$ cat config.mk
export PLATFORM = sky130hd
export DESIGN_NAME = axi4s_rr_arbiter
export DESIGN_NICKNAME = d
export VERILOG_FILES = /design/src/rtl/axi4s_rr_arbiter.sv
export SDC_FILE = /design/constraint.sdc
export NUM_CORES = 1
export LEC_CHECK = 0
export CAP_MARGIN = 0
export CELL_PAD_IN_SITES_DETAIL_PLACEMENT = 1
export CELL_PAD_IN_SITES_GLOBAL_PLACEMENT = 1
export CORE_MARGIN = 4
export CORE_UTILIZATION = 21
export DETAILED_ROUTE_END_ITERATION = 10
export PLACE_DENSITY = 0.84
export SYNTH_ARGS = -nofsm -noshare
export SYNTH_HDL_FRONTEND = slang
export SYNTH_SLANG_ARGS = --single-unit
$ cat constraint.sdc
create_clock -name clk -period 2.3 [get_ports clk]
set_input_delay 0.345 -clock clk [delete_from_list [all_inputs] [get_ports clk]]
set_output_delay 0.345 -clock clk [all_outputs]
set_load 0.01 [all_outputs]
$ cat src/rtl/axi4s_rr_arbiter.sv
// Packet-level round-robin arbiter: NUM_IN AXI4-Stream slave ports share
// one AXI4-Stream master port. A grant is held from the first beat of a
// packet until its tlast beat handshakes, so packets never interleave.
module axi4s_rr_arbiter #(
  parameter int NUM_IN = 4,
  parameter int DATA_W = 32,
  localparam int ID_W  = (NUM_IN > 1) ? $clog2(NUM_IN) : 1
) (
  input  logic                     clk,
  input  logic                     reset,
  input  logic [NUM_IN-1:0]        s_tvalid,
  output logic [NUM_IN-1:0]        s_tready,
  input  logic [NUM_IN*DATA_W-1:0] s_tdata,
  input  logic [NUM_IN-1:0]        s_tlast,
  output logic                     m_tvalid,
  input  logic                     m_tready,
  output logic [DATA_W-1:0]        m_tdata,
  output logic                     m_tlast,
  output logic [ID_W-1:0]          m_tid,
  output logic                     busy,
  output logic [15:0]              pkt_count
);

  typedef enum logic {
    IDLE  = 1'b0,
    GRANT = 1'b1
  } state_t;

  state_t          state, state_nxt;
  logic [ID_W-1:0] gnt, gnt_nxt;
  logic [ID_W-1:0] last, last_nxt;

  logic [ID_W-1:0] arb_base;
  logic [ID_W-1:0] arb_sel;
  logic            arb_found;
  logic            last_xfer;

  // Unpacked view of the flat slave data bus, one word per port.
  logic [DATA_W-1:0] s_data_arr [NUM_IN];

  for (genvar g = 0; g < NUM_IN; g++) begin : g_unpack
    assign s_data_arr[g] = s_tdata[g*DATA_W +: DATA_W];
  end

  // While granted, the search starts after the current owner so a port
  // finishing a packet is the last candidate; in IDLE it starts after last.
  assign arb_base = (state == GRANT) ? gnt : last;

  // Round-robin pick: lowest valid index above arb_base wins, otherwise the
  // lowest valid index at or below it (wrap-around, ending at arb_base).
  always_comb begin
    // NOTE: every variable gets a default before any condition so no path
    // leaves it unassigned; otherwise synthesis infers a latch.
    arb_found = 1'b0;
    arb_sel   = '0;
    for (int i = NUM_IN - 1; i >= 0; i--) begin
      if (s_tvalid[i] && (i <= int'(arb_base))) begin
        arb_found = 1'b1;
        arb_sel   = ID_W'(i);
      end
    end
    // Indices above the base take precedence, so this pass overrides.
    for (int i = NUM_IN - 1; i >= 0; i--) begin
      if (s_tvalid[i] && (i > int'(arb_base))) begin
        arb_found = 1'b1;
        arb_sel   = ID_W'(i);
      end
    end
  end

  // Output mux: the granted port drives the master side, everything else
  // (including all ports in IDLE) sees ready low and the output reads zero.
  always_comb begin
    m_tvalid = 1'b0;
    m_tdata  = '0;
    m_tlast  = 1'b0;
    s_tready = '0;
    if (state == GRANT) begin
      m_tvalid      = s_tvalid[gnt];
      m_tdata       = s_data_arr[gnt];
      m_tlast       = s_tlast[gnt];
      s_tready[gnt] = m_tready;
    end
  end

  assign last_xfer = m_tvalid && m_tready && m_tlast;
  assign m_tid     = gnt;
  assign busy      = (state == GRANT);

  // Next-state: take a grant from IDLE, or hand over on a tlast handshake.
  // Non-last beats never move the grant, even if the owner drops valid.
  always_comb begin
    state_nxt = state;
    gnt_nxt   = gnt;
    last_nxt  = last;
    case (state)
      IDLE: begin
        if (arb_found) begin
          state_nxt = GRANT;
          gnt_nxt   = arb_sel;
          last_nxt  = arb_sel;
        end
      end
      GRANT: begin
        if (last_xfer) begin
          // The finishing port is still valid on its own tlast beat, so it
          // wins the re-arbitration whenever no other port is requesting.
          if (arb_found) begin
            gnt_nxt  = arb_sel;
            last_nxt = arb_sel;
          end else begin
            state_nxt = IDLE;
          end
        end
      end
      default: state_nxt = IDLE;
    endcase
  end

  // State, grant, round-robin pointer and packet counter registers.
  always_ff @(posedge clk) begin
    // NOTE: sequential state uses non-blocking assignments so every register
    // samples pre-edge values regardless of statement order.
    if (reset) begin
      state     <= IDLE;
      gnt       <= '0;
      last      <= ID_W'(NUM_IN - 1);
      pkt_count <= '0;
    end else begin
      state <= state_nxt;
      gnt   <= gnt_nxt;
      last  <= last_nxt;
      if (last_xfer) begin
        pkt_count <= pkt_count + 16'd1;
      end
    end
  end

endmodule
==> results.txt <==
----------------------------------------------------
[Run status]
  Result of the run ... finished clean

[Detailed routing]
  Starting DRT DRC Count ... 97
  Wire length on met2 ... 5970 um
  Detail Route met3 WL ... 1000 um
  Drt drc ... 0
  Number of nets with antenna violations after routing ... 0
  Met1 layer wirelength in the final routing ... 4080 um
  Top routing layer used ... met4
  Vias per cell ... 4.80
  Mean routed wirelength per cell ... 20.2 um
  Routed wire length ... 11300 um
  Overall via count from detail_route ... 2691
  Number of iterations in the first detailed-routing pass ... 4

[Finish]
  Antenna diodes ... 0
  Layout cell share with drive strength beyond 1 ... 17.5%
  Storage element area ... 425 sq um
  Fin cells ... 561
  Share of the core filled with cells in the final layout ... 45.7%
  Net count of the finished layout ... 569
  Area occupied by multi-input gates ... 0.00164 sq mm
  Final design area excluding fillers ... 0.00451 sq mm
  Area delta synth->final ... 109%
  Final-layout fill cell count ... 1083

[Global routing]
  Maximum number of pins on one net before global-route repair ... 45
  Overall global routing resource usage ... 17.5%
  Initial antenna violation count ... 0
  Residual overflow from global routing ... 0
  Vias in the first global route ... 2928
  Global-route wire length before repair ... 16100 um

[Synth]
  Synthesized Nets ... 355
  Biggest area contributors in the synthesized netlist ... mux4_2 (34%), dfxtp_1 (20%), and2_1 (9.6%), a21oi_1 (2.8%), mux2i_1 (2.8%)
  Cell variety after synth ... 39
  Synthesized netlist cell count ... 215
  Average size of a mapped cell ... 10.0 sq um
  Share of Yosys cell area claimed by the top area cell type ... 34.5%
  Synthesized cell area ... 0.00216 sq mm
  Number of storage elements in the synthesis netlist ... 21
  Synthesis warning total ... 0
  Part of the Yosys area used for sequential elements ... 19.5%
  Library cell occupying the most area in the post-synthesis netlist ... mux4_2

[Clock tree]
  Clock Root Buffer ... clkbuf_8
  Clk_lat worst skew ... 260 ps
  Clk pin slew, worst setup/hold paths ... 80 ps
  Clock buffer count from CTS ... 3
  Number of levels in the clock H-tree ... 1
  Worst-case clock buffer depth ... 2
  Clk sinks ... 21
  TritonCTS clock tree ... built
  CTS Hold Buffers Added ... 0

[Job]
  Count of maximum capacitance violations ... 0

[STA]
  Worst slack on hold paths ... 520 ps
  Max-slew headroom ... 74.5%
  Hold violation count in the final report ... 0
  Least setup slack across all paths after layout ... 63.1 ps
  Max-slew violation count ... 0
  Share of the clock period used by the worst path ... 97.3%
  Worst-case clock skew ... 3.59 ps
  Max Clock Freq ... 447 MHz
  Final critical-path required period ... 2240 ps
  Final setup vio count ... 0
  Actual transition at the worst max-transition pin ... 378 ps
  Unrepaired setup endpoints after global routing ... no

[Place]
  GPL Wtd Cong ... 0.816
  Count of buffers inserted at the top-level ports ... 195
  Placed insts ... 544
  Post-place instance area ... 0.00438 sq mm
  Detailed Place HPWL ... 9540 um
  Pre-CTS worst setup slack ... -7.83 ps

[Die]
  Number of placement rows ... 36
  Die Y-Extent ... 109 um
  Core region area ... 0.00986 sq mm
  Starting Density ... 21.9%
  Chip Width ... 109 um
  Die area ... 0.0120 sq mm
  I/O pin cnt ... 196

[Power]
  Design internal power ... 1.09 mW
  Leakage Power ... 1.72 nW
  Largest voltage drop on the vdd net ... 173 uV
  Relative contribution of sequential cells to total power ... 25.5%
  Part of the power in combinational logic ... 58.3%
  Power spent charging and discharging nets ... 0.450 mW
  Sw frac ... 29.3%
  Clock group share of total power ... 16.2%
  Power per Cell Area ... 341 mW/mm^2

[Critical path]
  Cell with the biggest individual delay on the critical path ... mux4_2
  Worst EP arrival ... 1890 ps
  Worst setup SP type ... flip-flop
  Data required time of the critical path ... 1960 ps
  Slowest Stage Delay on Critical Path ... 480 ps
  Critical path class ... reg2out
  Ordered list of cells on the worst path ... buf_12 > buf_4 > mux4_2 > and2_1 > dlygate4sd2_1
  Largest driver fanout on the critical path ... 15
  CP Capture Type ... output pin

[Hold path]
  Hold Path Class ... reg2reg

----------------------------------------------------
==> critical path: cells and delay by family (launching register included) <==
kind	cells	cell delay, ps
mux	1	480
buf+inv	3	580
flops	1	400
simple gates	1	170
==> what timing repair did <==
action	in CTS	in global routing
gates resized for setup	34	2
pin swaps	0	2
buffers inserted	4	9
endpoints found under the setup margin	33	3
==> layer usage <==
layer	global-route usage [%]	vias to the layer above
li1	-	1255
met1	18.9	1295
met2	33.8	124
met3	4.52	17
met4	4.01	0
met5	0	-
==> kinds of logic after synthesis <==
logic type,share of synthesized area [%]
AOI/OAI and AO/OA,9.40
xor gates and xnor gates,1.62
adders and majority gates,0.580
buffers and inverters,4.64
DFF,19.5
muxes,38.3
and+or+nand+nor,25.9
==> worst paths after layout <==
| check | from | slack, ps | cells after the start | end |
|---|---|---|---|---|
| min | pkt_count[10] | 520 | 2 | pkt_count[10] |
| max | m_tid[0] | 60 | 5 | m_tdata[9] |
| min reg2reg | pkt_count[10] | 520 | 2 | pkt_count[10] |
| max reg2reg | m_tid[0] | 120 | 8 | pkt_count[14] |
==> cell usage in the layout, fill, tap and decap left out, drive strengths merged, types with 5 or more instances in the layout <==
cell	count
nand2	11
dlygate4sd2	33
o31ai	6
nor2	15
or4	8
clkdlybuf4s50	161
nor3	5
inv	6
nand4	6
buf	31
nand3	5
mux2i	6
and2	33
mux4	33
a21oi	12
o21ai	5
dfxtp	21
==> through the flow <==
stage | power (mW) | setup TNS (ps)
2_1_floorplan | 0.790 | 0
3_3_place_gp | 1.27 | 0
3_5_place_dp | 1.30 | -7.83
4_1_cts | 1.53 | 0
5_1_grt | 1.62 | 0
6_report | 1.54 | 0
==> area by class of cell <==
class                      instances  share of cell area (%)
tap                              133                    3.69
multi-input combinational        171                    36.3
clock buffer                       4                   0.999
inverter                           6                   0.500
timing repair buffer             226                    49.1
sequential                        21                    9.44
==> Yosys cell counts, drive strengths merged <==
cell / count
nand2: 11
o21ai: 5
or3: 2
o32a: 1
nand2b: 2
nand4: 6
mux4: 33
nand3b: 1
mux2i: 6
and4: 1
o31ai: 6
nor3b: 1
dfxtp: 21
xor2: 4
o22ai: 1
or4: 8
a21oi: 12
or2: 1
a211oi: 1
o211a: 1
mux2: 2
nor2: 15
and2: 33
a211o: 1
inv: 6
a221o: 1
nor4: 1
nor2b: 2
nor3: 5
clkbuf: 10
nand3: 5
buf: 7
and3: 1
ha: 1
a31oi: 1
==> registers in the layout (all words and copies together), names as in the netlist <==
register   cells
busy           1
last           2
m_tid          2
pkt_count     16
==> power groups by stage <==
stage / clock network [mW] / registers, mW / logic [mW]
floorplan: 0 / 0.393 / 0.396
global placement: 0 / 0.401 / 0.873
detailed placement: 0 / 0.401 / 0.901
CTS: 0.257 / 0.392 / 0.877
global route: 0.271 / 0.395 / 0.958
finish: 0.248 / 0.392 / 0.896
Note: power is estimated with default switching activity, not from simulation.
